==> src/rtl/rom_fetch_ctrl.sv <==
// rom_fetch_ctrl: instruction-side fetch responder.
// Converts the core's byte PC into a word address, runs a req/ack handshake with
// instruction memory, and returns the fetched word with a one-cycle rom_rdy pulse.
// Misaligned, out-of-range and timed-out fetches raise a sticky fault that only
// a reset clears.
module rom_fetch_ctrl #(
    parameter logic [31:0] BASE_ADDR = 32'h0040_0000,
    parameter int          AW        = 12,
    parameter int          TIMEOUT   = 255
) (
    input  logic          clk,
    input  logic          sys_rst_n,
    input  logic [31:0]   pc,
    output logic [31:0]   instr,
    output logic          rom_rdy,
    output logic          mem_req,
    output logic [AW-1:0] mem_addr,
    input  logic          mem_ack,
    input  logic [31:0]   mem_rdata,
    output logic          fault,
    output logic [1:0]    fault_code
);

    typedef enum logic [1:0] {
        IDLE  = 2'd0,
        REQ   = 2'd1,
        DONE  = 2'd2,
        FAULT = 2'd3
    } fetchState_e;

    localparam logic [31:0] NOP_INSTR   = 32'h0000_0013;
    localparam logic [31:0] DEPTH_WORDS = 32'd1 << AW;
    localparam logic [7:0]  TIMEOUT_CNT = 8'(TIMEOUT);

    localparam logic [1:0] CODE_NONE     = 2'd0;
    localparam logic [1:0] CODE_MISALIGN = 2'd1;
    localparam logic [1:0] CODE_RANGE    = 2'd2;
    localparam logic [1:0] CODE_TIMEOUT  = 2'd3;

    fetchState_e r_state;
    fetchState_e w_stateNext;

    logic [31:0]   r_instr;
    logic          r_romRdy;
    logic          r_memReq;
    logic [AW-1:0] r_memAddr;
    logic          r_fault;
    logic [1:0]    r_faultCode;
    logic [7:0]    r_cnt;

    logic [31:0]   w_instrNext;
    logic          w_romRdyNext;
    logic          w_memReqNext;
    logic [AW-1:0] w_memAddrNext;
    logic          w_faultNext;
    logic [1:0]    w_faultCodeNext;
    logic [7:0]    w_cntNext;

    logic [31:0]   w_offset;
    logic [31:0]   w_wordOff;
    logic [AW-1:0] w_wordIdx;
    logic          w_below;
    logic [1:0]    w_chkCode;
    logic [7:0]    w_cntInc;

    // Address check on the live pc: unsigned offset from the base, where any
    // pc below the base counts as out of range rather than wrapping around.
    assign w_offset  = pc - BASE_ADDR;
    assign w_wordOff = w_offset >> 2;
    assign w_wordIdx = w_wordOff[AW-1:0];
    assign w_below   = (pc < BASE_ADDR);
    assign w_cntInc  = r_cnt + 8'd1;

    // Misalignment takes precedence over the range check.
    always_comb begin
        w_chkCode = CODE_NONE;
        if (pc[1:0] != 2'b00) begin
            w_chkCode = CODE_MISALIGN;
        end else if (w_below || (w_wordOff >= DEPTH_WORDS)) begin
            w_chkCode = CODE_RANGE;
        end
    end

    // State and registered outputs; reset drops everything immediately, so an
    // in-flight request is simply abandoned.
    always_ff @(posedge clk or negedge sys_rst_n) begin
        if (!sys_rst_n) begin
            r_state     <= IDLE;
            r_instr     <= NOP_INSTR;
            r_romRdy    <= 1'b0;
            r_memReq    <= 1'b0;
            r_memAddr   <= '0;
            r_fault     <= 1'b0;
            r_faultCode <= CODE_NONE;
            r_cnt       <= 8'd0;
        end else begin
            r_state     <= w_stateNext;
            r_instr     <= w_instrNext;
            r_romRdy    <= w_romRdyNext;
            r_memReq    <= w_memReqNext;
            r_memAddr   <= w_memAddrNext;
            r_fault     <= w_faultNext;
            r_faultCode <= w_faultCodeNext;
            r_cnt       <= w_cntNext;
        end
    end

    // Next-state: IDLE and DONE both launch a fetch of the current pc, REQ
    // waits for ack or timeout, and FAULT is terminal until reset.
    always_comb begin
        w_stateNext = r_state;
        case (r_state)
            IDLE, DONE: begin
                w_stateNext = (w_chkCode == CODE_NONE) ? REQ : FAULT;
            end
            REQ: begin
                if (mem_ack) begin
                    w_stateNext = DONE;
                end else if (w_cntInc == TIMEOUT_CNT) begin
                    w_stateNext = FAULT;
                end
            end
            FAULT: begin
                w_stateNext = FAULT;
            end
            default: begin
                w_stateNext = IDLE;
            end
        endcase
    end

    // Next values for the registered outputs; instr only changes on an ack
    // in REQ, so it holds the last good word through DONE and FAULT.
    always_comb begin
        w_instrNext     = r_instr;
        w_romRdyNext    = 1'b0;
        w_memReqNext    = r_memReq;
        w_memAddrNext   = r_memAddr;
        w_faultNext     = r_fault;
        w_faultCodeNext = r_faultCode;
        w_cntNext       = r_cnt;
        case (r_state)
            IDLE, DONE: begin
                if (w_chkCode == CODE_NONE) begin
                    w_memReqNext  = 1'b1;
                    w_memAddrNext = w_wordIdx;
                    w_cntNext     = 8'd0;
                end else begin
                    w_memReqNext    = 1'b0;
                    w_faultNext     = 1'b1;
                    w_faultCodeNext = w_chkCode;
                end
            end
            REQ: begin
                if (mem_ack) begin
                    w_instrNext  = mem_rdata;
                    w_memReqNext = 1'b0;
                    w_romRdyNext = 1'b1;
                end else begin
                    w_cntNext = w_cntInc;
                    if (w_cntInc == TIMEOUT_CNT) begin
                        w_memReqNext    = 1'b0;
                        w_faultNext     = 1'b1;
                        w_faultCodeNext = CODE_TIMEOUT;
                    end
                end
            end
            FAULT: begin
                w_memReqNext = 1'b0;
            end
            default: begin
                w_memReqNext = 1'b0;
            end
        endcase
    end

    assign instr      = r_instr;
    assign rom_rdy    = r_romRdy;
    assign mem_req    = r_memReq;
    assign mem_addr   = r_memAddr;
    assign fault      = r_fault;
    assign fault_code = r_faultCode;

endmodule

==> config.mk <==
export PLATFORM = sky130hd
export DESIGN_NAME = rom_fetch_ctrl
export DESIGN_NICKNAME = d
export VERILOG_FILES = /design/src/rtl/rom_fetch_ctrl.sv
export SDC_FILE = /design/constraint.sdc
export NUM_CORES = 1
export LEC_CHECK = 0
export CORE_MARGIN = 2
export CORE_UTILIZATION = 37
export CTS_BUF_LIST = sky130_fd_sc_hd__clkbuf_16
export DETAILED_ROUTE_END_ITERATION = 6
export GPL_TIMING_DRIVEN = 0
export MAX_ROUTING_LAYER = met4
export PLACE_DENSITY = 0.75
export SLEW_MARGIN = 15
export SYNTH_ARGS = -nofsm -noshare
export SYNTH_HDL_FRONTEND = slang
export SYNTH_SLANG_ARGS = --single-unit
==> constraint.sdc <==
create_clock -name clk -period 1.7 [get_ports clk]
set_input_delay 0.425 -clock clk [delete_from_list [all_inputs] [get_ports clk]]
set_output_delay 0.425 -clock clk [all_outputs]
set_load 0.02 [all_outputs]
==> flow_summary.ini <==
[synth]
synth_cell_type_count = 37
avgSynthCellArea_um2 = 10.1
ys_seq_elements = 59
yosys-top-cells-area = dfrtp_1, nand2_1, mux2_2
synth_top_cell_by_area = dfrtp_1
syn_inst = 244
async_reset_ff_share_pct = 100
synth.cell_area_um2 = 2460
ys.warnings.count = 0
synth_edf_count = 0
synth_seq_area_share_pct = 60.1
synth_ff_type = dfrtp_1
yosysTopAreaCellShare_pct = 56.9
synthesis.nets = 313

[worst_setup_path]
crit_type = reg -> reg
crit_family = compound AO/OA/AOI/OAI gates
r2r_slack_ns = -0.006
crit_required_ns = 1.94
crit_path_max_incr_delay_ns = 0.43
path_cells = buf_6, inv_2, ha_4, and4_1, nand3_1, a211o_1, a21oi_2, a2bb2oi_2
cp.arrival_ns = 1.95
crit_buf_inv = 2
critPathLaunchType = flop
cp_max_fo = 3
cpMaxStageDelayCell = dfrtp_2
cp-end-kind = flop

[timing]
fin_ws_ns = -0.00590
skew_ns = 0.00738
rsz0062_at_grt = true
worst_slew_pin_slew_ns = 0.727
clock.fmax_mhz = 586
relSlewSlack_pct = 51.5
min_period_ns = 1.71
drv_slew = 0
final-setup-viol-count = 1
period_share_pct = 100
hold_viol = 0
setup-tns-final_ns = -0.00590

[floorplan]
dieArea_um2 = 7320
rows = 29
core_area_um2 = 6390
die_height_um = 85.6
initial_core_util_pct = 38.6
die_x_um = 85.6
ios = 116

[outcome]
status = finished, violations left
violations = negative setup slack

[clocking]
cts_root_buf = clkbuf_16
cts.clk_slew.worst_paths_ns = 0.05
htreeDepth = 3
insertion_delay_ns = 0.32
postCtsHoldBufs = 0
cts_tree = yes
cts.sinks = 59
cts_max_path_buffers = 2
numCtsBuffers = 9

[power]
cellInternalPower_w = 0.00280
seqPwrFrac_pct = 40.8
switchingPower_w = 0.000660
cellLeakagePower_nw = 2.38
power.density_nw_per_um2 = 826
max-vdd-ir-drop_uv = 616
pwr-share-comb_pct = 5.3
swShare_pct = 19.1
clkPwrFrac_pct = 53.9

[global_route]
antenna_found_initial = 0
overflow = 0
grt_pass1_vias = 2257
grt_use_total_pct = 18.9
grt_pass1_wl_mm = 10.5
grt_max_degree = 60

[drt]
antenna_left = 0
via_count = 2206
via_per_inst = 4.75
drtIter0Drc = 86
route.detailed.drc = 0
drtPass1Iterations = 4
drt-total-wl_mm = 6.42
wl_per_cell_um = 13.8

[final_layout]
post-route-util_pct = 65.6
stdcell_area_um2 = 4190
areaGrowthSynthToFinish_pct = 70.1
diodes = 0
drive_above_1_share_pct = 17.3
nNetsFinal = 451

[run]
max_cap_violations = 0

[min_path]
hold_path_class = in -> async

[placed_design]
preCtsSetupSlack_ns = -0.645
port_buffers = 115
gp_congestion = 0.857
dp_hpwl_mm = 4.36
placed_area_um2 = 3730
[final cells by class]
cell class	instances	area [µm²]
clock buffer	9	225
multi-input combinational	172	1010
clock inverter	7	85.1
sequential	59	1480
timing repair buffer	128	1230
buffer	9	50.0
fill	514	2200
tap	77	96.3
inverter	3	11.3
[what timing repair did]
action,in CTS,in global routing
resized for setup,71,25
pin swaps,12,11
endpoints found under the setup margin,90,59
buffers inserted,8,4
cloned,1,0
[placed cells by master, fill, tap and decap left out, types with 4 or more instances in the layout]
| master | n |
|---|---|
| inv_1 | 4 |
| nor2_1 | 8 |
| a31oi_1 | 4 |
| clkdlybuf4s50_1 | 50 |
| mux2_2 | 7 |
| dlygate4sd2_1 | 46 |
| clkdlybuf4s15_1 | 5 |
| dlymetal6s2s_1 | 11 |
| a21oi_1 | 5 |
| clkbuf_1 | 4 |
| dfrtp_1 | 55 |
| mux2_4 | 5 |
| buf_4 | 11 |
| clkbuf_16 | 9 |
| nand3_1 | 7 |
| clkbuf_2 | 5 |
| nand2_1 | 102 |
[kinds of logic (layout without fill, tap and decap cells)]
group / after synthesis / count (layout) / synth area share [%]
buf+inv: 13 / 156 / 2.29
xor+xnor: 3 / 3 / 1.07
compound gates: 20 / 20 / 5.18
flops: 59 / 59 / 60.1
mux: 12 / 12 / 6.10
fa+ha+maj: 2 / 2 / 1.02
simple gates: 135 / 135 / 24.2
[per-layer routing]
layer	track usage, %	up-vias	wire length, µm
met5	-	-	0
met4	5.92	0	61
met3	6.06	9	371
met2	31.6	72	3410
met1	21.7	1049	2580
li1	-	1076	-
[per-stage QoR]
step	std cells	hold WS (ns)	total power (W)
floorplan	244	0.129	0.00145
global placement	436	0.446	0.00163
detailed placement	436	0.451	0.00163
CTS	460	0.200	0.00350
global route	464	0.221	0.00357
finish	464	0.164	0.00346
[cells in the mapped netlist, types with 2 or more instances]
cell type / n
nand2_1: 102
dfrtp_1: 56
clkbuf_1: 8
mux2_2: 8
nand3_1: 8
nor2_1: 8
a21oi_1: 5
a31oi_1: 4
mux2_4: 4
o21ai_0: 4
and3_1: 3
dfstp_2: 3
inv_1: 3
ha_1: 2
nor4_1: 2
or4_4: 2
xor2_1: 2
[power by group through the flow]
stage | Clock, W | Sequential, W | Combinational [W]
after global routing | 0.00196 | 0.00141 | 0.000201
after CTS | 0.00190 | 0.00141 | 0.000186
after detailed placement | 0 | 0.00143 | 0.000197
final | 0.00187 | 0.00141 | 0.000185
after floorplan | 0 | 0.00144 | 0.00000816
after global placement | 0 | 0.00143 | 0.000195
[final timing paths]
kind	startpoint	to	cells past startpoint
worst max-delay path	r_cnt[0]$_DFFE_PN0P_	fault_code[0]$_DFFE_PN0P_	8
min in group clk	instr[0]$_DFFE_PN1P_	instr[0]$_DFFE_PN1P_	2
worst min register to register	instr[0]$_DFFE_PN1P_	instr[0]$_DFFE_PN1P_	2
worst min-delay path	sys_rst_n	fault_code[1]$_DFFE_PN0P_	1
worst max register to register	r_cnt[0]$_DFFE_PN0P_	fault_code[0]$_DFFE_PN0P_	8
max in group asynchronous	sys_rst_n	r_cnt[0]$_DFFE_PN0P_	1
[flip-flops by register name, summed over array words and instances (netlist names)]
| signal | count |
|---|---|
| mem_addr | 12 |
| rom_rdy | 1 |
| instr | 32 |
| r_state | 2 |
| fault_code | 2 |
| mem_req | 1 |
| fault | 1 |
| r_cnt | 8 |
No activity file was read; power rests on OpenSTA's default activity.
